==> config.mk <==
export PLATFORM = sky130hd
export DESIGN_NAME = aer_event_encoder
export DESIGN_NICKNAME = d
export VERILOG_FILES = /design/src/rtl/aer_pkg.sv /design/src/rtl/aer_fifo.sv /design/src/rtl/aer_event_encoder.sv
export SDC_FILE = /design/constraint.sdc
export NUM_CORES = 1
export LEC_CHECK = 0
export BUFFER_PORTS_ARGS = -buffer_cell sky130_fd_sc_hd__buf_2
export CAP_MARGIN = 0
export CORE_UTILIZATION = 64
export DETAILED_ROUTE_END_ITERATION = 10
export PLACE_DENSITY_LB_ADDON = 0.12
export SLEW_MARGIN = 20
export SYNTH_ARGS = -nofsm -noshare
export SYNTH_HDL_FRONTEND = slang
export SYNTH_SLANG_ARGS = --single-unit
==> constraint.sdc <==
create_clock -name clk -period 17.22 [get_ports clk]
set_clock_uncertainty 0.1 [all_clocks]
set_input_delay 2.583 -clock clk [delete_from_list [all_inputs] [get_ports clk]]
set_output_delay 2.583 -clock clk [all_outputs]
set_load 0.02 [all_outputs]
==> src/rtl/aer_pkg.sv <==
// Shared types for the AER event encoder: FSM state enums, address-width helpers
// and the event record for the default 16x16 array with a 16-bit timestamp.
package aer_pkg;

  typedef enum logic [1:0] {
    C_IDLE,
    C_CAPT,
    C_REL
  } cap_state_e;

  typedef enum logic [1:0] {
    O_IDLE,
    O_REQ,
    O_WAIT
  } out_state_e;

  localparam int unsigned AER_NROW_DEF = 16;
  localparam int unsigned AER_NCOL_DEF = 16;
  localparam int unsigned AER_TS_W_DEF = 16;

  function automatic int unsigned ROW_AW(input int unsigned nrow);
    return (nrow > 1) ? $clog2(nrow) : 1;
  endfunction

  function automatic int unsigned COL_AW(input int unsigned ncol);
    return (ncol > 1) ? $clog2(ncol) : 1;
  endfunction

  // Other parameterisations build a local struct with the same field order.
  typedef struct packed {
    logic [ROW_AW(AER_NROW_DEF)-1:0] row;
    logic [COL_AW(AER_NCOL_DEF)-1:0] col;
    logic [AER_TS_W_DEF-1:0]         ts;
  } aer_evt_t;

endpackage

==> src/rtl/aer_fifo.sv <==
// Show-ahead synchronous FIFO; a push into a full FIFO is accepted when a pop
// happens in the same cycle.
module aer_fifo #(
  parameter int unsigned DEPTH = 4,
  parameter int unsigned WIDTH = 8
) (
  input  logic             clk,
  input  logic             rst,
  input  logic             push_i,
  input  logic             pop_i,
  input  logic [WIDTH-1:0] wdata_i,
  output logic [WIDTH-1:0] rdata_o,
  output logic             full_o,
  output logic             empty_o
);

  localparam int unsigned PW = $clog2(DEPTH);
  localparam logic [PW:0] PTR_ONE = (PW+1)'(1);

  logic [WIDTH-1:0] mem_q [DEPTH];
  logic [PW:0]      wr_q;
  logic [PW:0]      rd_q;
  logic             do_push;
  logic             do_pop;

  assign empty_o = (wr_q == rd_q);
  assign full_o  = (wr_q[PW] != rd_q[PW]) && (wr_q[PW-1:0] == rd_q[PW-1:0]);
  assign do_pop  = pop_i && !empty_o;
  assign do_push = push_i && (!full_o || do_pop);
  assign rdata_o = mem_q[rd_q[PW-1:0]];

  always_ff @(posedge clk or posedge rst) begin
    if (rst) begin
      wr_q <= '0;
      rd_q <= '0;
      for (int unsigned i = 0; i < DEPTH; i++) begin
        mem_q[i] <= '0;
      end
    end else begin
      if (do_push) begin
        mem_q[wr_q[PW-1:0]] <= wdata_i;
        wr_q                <= wr_q + PTR_ONE;
      end
      if (do_pop) begin
        rd_q <= rd_q + PTR_ONE;
      end
    end
  end

endmodule

==> src/rtl/aer_event_encoder.sv <==
// Encodes row/column acknowledge vectors into timestamped AER events, buffers them
// and drives a 4-phase req/ack handshake to the off-chip receiver.
module aer_event_encoder
  import aer_pkg::*;
#(
  parameter int unsigned NROW  = 16,
  parameter int unsigned NCOL  = 16,
  parameter int unsigned TS_W  = 16,
  parameter int unsigned DEPTH = 4
) (
  input  logic                      clk,
  input  logic                      rst,
  input  logic                      aer_dis,
  input  logic [NROW-1:0]           row_s,
  input  logic [NCOL-1:0]           col_s,
  output logic                      arbtop_n_ri,
  output logic                      aer_req,
  input  logic                      aer_ack,
  output logic [ROW_AW(NROW)-1:0]   aer_row,
  output logic [COL_AW(NCOL)-1:0]   aer_col,
  output logic [TS_W-1:0]           aer_ts,
  output logic [7:0]                drop_cnt,
  output logic [7:0]                err_cnt
);

  localparam int unsigned RAW = ROW_AW(NROW);
  localparam int unsigned CAW = COL_AW(NCOL);

  typedef struct packed {
    logic [RAW-1:0]  row;
    logic [CAW-1:0]  col;
    logic [TS_W-1:0] ts;
  } evt_t;

  logic [NROW-1:0] row_m_q, row_s_q, row_p_q;
  logic [NCOL-1:0] col_m_q, col_s_q, col_p_q;
  logic            ack_m_q, ack_s_q;
  logic [TS_W-1:0] ts_q;
  logic            arb_q;
  logic [7:0]      drop_q, err_q;

  cap_state_e cap_q, cap_d;
  out_state_e out_q, out_d;

  logic           start;
  logic           onehot_ok;
  logic           cap_push, cap_err, cap_drop;
  logic           pop;
  logic [RAW-1:0] row_idx;
  logic [CAW-1:0] col_idx;
  evt_t           wr_evt, head_evt;
  logic           fifo_full, fifo_empty;

  always_ff @(posedge clk or posedge rst) begin
    if (rst) begin
      row_m_q <= '0;
      row_s_q <= '0;
      row_p_q <= '0;
      col_m_q <= '0;
      col_s_q <= '0;
      col_p_q <= '0;
      ack_m_q <= 1'b0;
      ack_s_q <= 1'b0;
      ts_q    <= '0;
    end else begin
      row_m_q <= row_s;
      row_s_q <= row_m_q;
      row_p_q <= row_s_q;
      col_m_q <= col_s;
      col_s_q <= col_m_q;
      col_p_q <= col_s_q;
      ack_m_q <= aer_ack;
      ack_s_q <= ack_m_q;
      ts_q    <= ts_q + TS_W'(1);
    end
  end

  always_comb begin
    row_idx = '0;
    for (int unsigned i = 0; i < NROW; i++) begin
      if (row_s_q[i]) row_idx = RAW'(i);
    end
    col_idx = '0;
    for (int unsigned i = 0; i < NCOL; i++) begin
      if (col_s_q[i]) col_idx = CAW'(i);
    end
  end

  assign start = (cap_q == C_IDLE) && !aer_dis && (|row_s_q) && (|col_s_q) &&
                 (row_s_q == row_p_q) && (col_s_q == col_p_q);
  assign onehot_ok = $onehot(row_s_q) && $onehot(col_s_q);

  always_ff @(posedge clk or posedge rst) begin
    if (rst) cap_q <= C_IDLE;
    else     cap_q <= cap_d;
  end

  always_comb begin
    cap_d = cap_q;
    case (cap_q)
      C_IDLE:  if (start) cap_d = C_CAPT;
      C_CAPT:  cap_d = C_REL;
      C_REL:   if (!(|row_s_q) && !(|col_s_q)) cap_d = C_IDLE;
      default: cap_d = C_IDLE;
    endcase
  end

  // Capture actions commit on the edge that enters C_CAPT, so the push lands
  // together with the falling hold-off and the timestamp is the pre-edge count.
  always_comb begin
    cap_push = 1'b0;
    cap_err  = 1'b0;
    cap_drop = 1'b0;
    if (start) begin
      cap_push = onehot_ok;
      cap_err  = !onehot_ok;
      cap_drop = onehot_ok && fifo_full && !pop;
    end
  end

  always_ff @(posedge clk or posedge rst) begin
    if (rst) begin
      arb_q  <= 1'b1;
      drop_q <= '0;
      err_q  <= '0;
    end else begin
      arb_q <= (cap_d == C_IDLE);
      if (cap_drop && (drop_q != 8'hFF)) drop_q <= drop_q + 8'd1;
      if (cap_err && (err_q != 8'hFF))   err_q  <= err_q + 8'd1;
    end
  end

  always_ff @(posedge clk or posedge rst) begin
    if (rst) out_q <= O_IDLE;
    else     out_q <= out_d;
  end

  always_comb begin
    out_d = out_q;
    case (out_q)
      O_IDLE:  if (!fifo_empty) out_d = O_REQ;
      O_REQ:   if (ack_s_q) out_d = O_WAIT;
      O_WAIT:  if (!ack_s_q) out_d = O_IDLE;
      default: out_d = O_IDLE;
    endcase
  end

  always_comb begin
    aer_req = (out_q == O_REQ);
    pop     = (out_q == O_WAIT) && !ack_s_q;
  end

  assign wr_evt = '{row: row_idx, col: col_idx, ts: ts_q};

  aer_fifo #(
    .DEPTH (DEPTH),
    .WIDTH ($bits(evt_t))
  ) u_fifo (
    .clk     (clk),
    .rst     (rst),
    .push_i  (cap_push),
    .pop_i   (pop),
    .wdata_i (wr_evt),
    .rdata_o (head_evt),
    .full_o  (fifo_full),
    .empty_o (fifo_empty)
  );

  assign aer_row     = head_evt.row;
  assign aer_col     = head_evt.col;
  assign aer_ts      = head_evt.ts;
  assign arbtop_n_ri = arb_q;
  assign drop_cnt    = drop_q;
  assign err_cnt     = err_q;

endmodule

==> key figures <==
Drt
  • Drt pass-1 iters: 4
  • Avg WL per Cell: roughly 19 µm
  • DRC viols: 0
  • WL final: ~20 mm
  • Antenna-violating nets left: 0
  • Routed via count: between 5k and 6k
  • DRT iter0 DRCs: 355
  • Vias per inst: approximately 5.7

Critical path
  • Critical path peak fanout: 18
  • CP startpoint: col_s_q[7]
  • Crit Path Class: reg -> reg
  • Critical path's slowest cell: nor3_4
  • Family with the most delay on the worst path: adder cells
  • Top cell by count, worst path: fa_1
  • Crit path capture type: flop
  • Crit path launch type: flop
  • WP data required: around 18 ns
  • CP arrival: 6.32 ns
  • Worst path bufs/invs: 5
  • Worst r2r src: col_s_q[7]
  • Peak per-stage delay on the critical path: around 0.76 ns
  • Flop-to-flop setup slack: roughly 11 ns
  • Crit-path cells: inv_1 -> fa_1 -> inv_1 -> fa_1 -> fa_1 -> inv_1 -> fa_1 -> inv_1 -> ha_1 -> fa_1 -> nor4_1 -> o2111ai_1 -> a221o_1 -> nor3_4 -> buf_8 -> mux2_2

Synthesis
  • Gate Count Post-Synth: roughly 700
  • Seq/Total Area, Yosys: about three fifths
  • Synth top area share: around 58%
  • Yosys cell types: slightly below 50
  • Register bit count reported by yosys: approximately 240
  • Number of enable flip-flop cells after synthesis: 0
  • Syn_nets: between 700 and 800
  • Count leader, synth: dfrtp_1
  • Syn. warnings: 0
  • Synth Area per Inst: approximately 14 µm²
  • Post-Syn Area: 10200 µm²
  • Dominant cell type by area after synthesis: dfrtp_1
  • Commonest cells post-synth: dfrtp_1, mux2_2, inv_1
  • Top_reg_cell synth: dfrtp_1
  • Synth area leaders: dfrtp_1, mux2_2, mux4_2, xor2_1, fa_1
  • Asr flop ratio synth: 100%

Final layout
  • P&R area growth vs syn: 14.6%
  • Final net count: just under 900
  • Layout Cells excl Fill: just over 1k
  • Cell area after layout: ~12000 µm²
  • Area occupied by multi-input gates: roughly 3900 µm²
  • N_diodes: 0
  • Finished Core Util: between 70% and 80%
  • Filler cells: about 960
  • Sequential cell area: about 6000 µm²
  • Share of layout cells above drive strength 1: roughly a third

Timing
  • Setup TNS: 0 ns
  • Final Hold Viols: 0
  • Unrepaired setup endpoints after global routing: false
  • Post-layout min period: between 6 and 7 ns
  • Max Slew Vio Count: 0
  • Final worst-path cycle share: 35.0%
  • Fmax: ~0.17 GHz
  • Slew @ Worst Pin: just under 1 ns
  • Min setup slack post-route: 11.19 ns
  • Slew HR: 35.4%
  • # setup viols final: 0
  • Hold_ws: ~0.24 ns

Global routing
  • Initial antenna violation count: 0
  • Pin count of the biggest net entering global routing: 162
  • First-pass GRT wire length: 32.8 mm
  • Total gr overflow: 0
  • Global Route Usage Sum: 26.2%
  • Vias in the first global route: approximately 6.2k

Hold path
  • Min-delay src: col_m_q[0]
  • Worst hold path type: reg -> reg

Die
  • Die width: 128 µm
  • Die ar.: between 15000 and 20000 µm²
  • Core area: about 15000 µm²
  • Die Height: 128 µm
  • Row Count: 45
  • Initial Util: roughly 66%
  • I/O pin count: roughly 80

Placement
  • Pre-CTS setup slack: 11.11 ns
  • Inst Count DP: approximately 990
  • DP Wirelength: roughly 12 mm
  • Port Buffers: 77
  • RD Place Congestion: around 0.89
  • Placement Cell Area: ~11000 µm²

Clock network
  • Clock tree buffer depth: 3
  • CTS resizes: 0
  • Clock sinks: approximately 240
  • Number of setup buffers added after CTS: 0
  • H-tree depth: 1
  • CTS Buf Count: 24
  • Clock Latency Late Sink: roughly 0.52 ns
  • Clk pin slew, worst setup/hold paths: approximately 0.06 ns
  • Post-CTS Hold Fix Bufs: 0
  • TritonCTS clock tree: yes
  • CTS Root Buffer Type: clkbuf_16

Pwr
  • Pint: about 980 µW
  • Combinational power share: under 10%
  • Total Power: 1.27 mW
  • VDD IR-drop max: around 0.11 mV
  • Clock share of power: a little under half
  • Power per Cell Area: roughly 110 nW/µm²
  • Net Sw Power: between 200 and 300 µW
  • Leakage: approximately 5.8 nW
  • Switching Share: between 20% and 30%
  • Share of power burned in registers: 45.5%

Outcome
  • Outcome: finished, final reports clean

Run
  • Max_cap viols: 0
per-layer routing:
layer / GRT usage [%] / share of wire [%]
met1: 37.2 / 45
met2: 43.7 / 49
met3: 3.37 / 3.8
met4: 6.57 / 1.9
met5: 0 / 0
power by group through the flow:
stage / clock (mW) / combinational [mW] / sequential (mW)
finish: 0.593 / 0.102 / 0.580
global route: 0.622 / 0.120 / 0.581
CTS: 0.602 / 0.102 / 0.580
detailed placement: 0 / 0.101 / 0.590
global placement: 0 / 0.0947 / 0.589
floorplan: 0 / 0.0738 / 0.586
worst paths after layout:
path                               endpoint  depth (start not counted)
max                        u_fifo.mem_q[71]                         16
min                              col_s_q[0]                          0
max reg2reg                u_fifo.mem_q[71]                         16
min reg2reg                      col_s_q[0]                          0
max in group asynchronous  u_fifo.mem_q[64]                          3
min in group asynchronous        row_s_q[4]                          2
final cells by class:
type                       count  share of cell area [%]
clock inverter                17                    2.40
sequential                   237                    50.7
inverter                      64                    2.16
timing repair buffer          85                    3.87
multi-input combinational    389                    33.2
clock buffer                  27                    5.48
tap                          211                    2.25
sequential cells by signal (all words and copies together) (netlist names), 2 cells and up:
signal	cells
col_s_q	16
out_q	2
u_fifo.wr_q	3
drop_cnt	8
u_fifo.rd_q	3
ts_q	16
row_s_q	16
cap_q	2
col_m_q	16
row_m_q	16
u_fifo.mem_q	96
row_p_q	16
col_p_q	16
err_cnt	8
logic make-up after synthesis:
family                   share of synthesized area, %
flip-flops                                       58.1
AND/OR/NAND/NOR                                  7.16
multiplexers                                     16.4
buffers and inverters                            3.89
XOR/XNOR                                         5.66
adder cells (fa/ha/maj)                          6.37
AO/OA/AOI/OAI                                    2.47
cell usage in the layout (no fill, tap or decap), drive strengths merged, types with 19 or more instances in the layout:
cell type	synthesis	routed
dfrtp	236	236
mux2	93	93
buf	17	85
inv	64	63
xor2	52	52
clkbuf	4	27
mux4	24	24
nand2	22	22
fa	20	20
ha	20	20
nor3	19	19
worst register-to-register path: stages (launching register included):
cell       delay [ns]
dfrtp_1          0.45
inv_1            0.11
fa_1             0.51
inv_1            0.05
fa_1             0.46
fa_1             0.53
inv_1            0.05
fa_1             0.48
inv_1            0.04
ha_1             0.20
fa_1             0.44
nor4_1           0.33
o2111ai_1        0.16
a221o_1          0.64
nor3_4           0.77
buf_8            0.24
mux2_2           0.34
(Power assumes the default switching activity.)
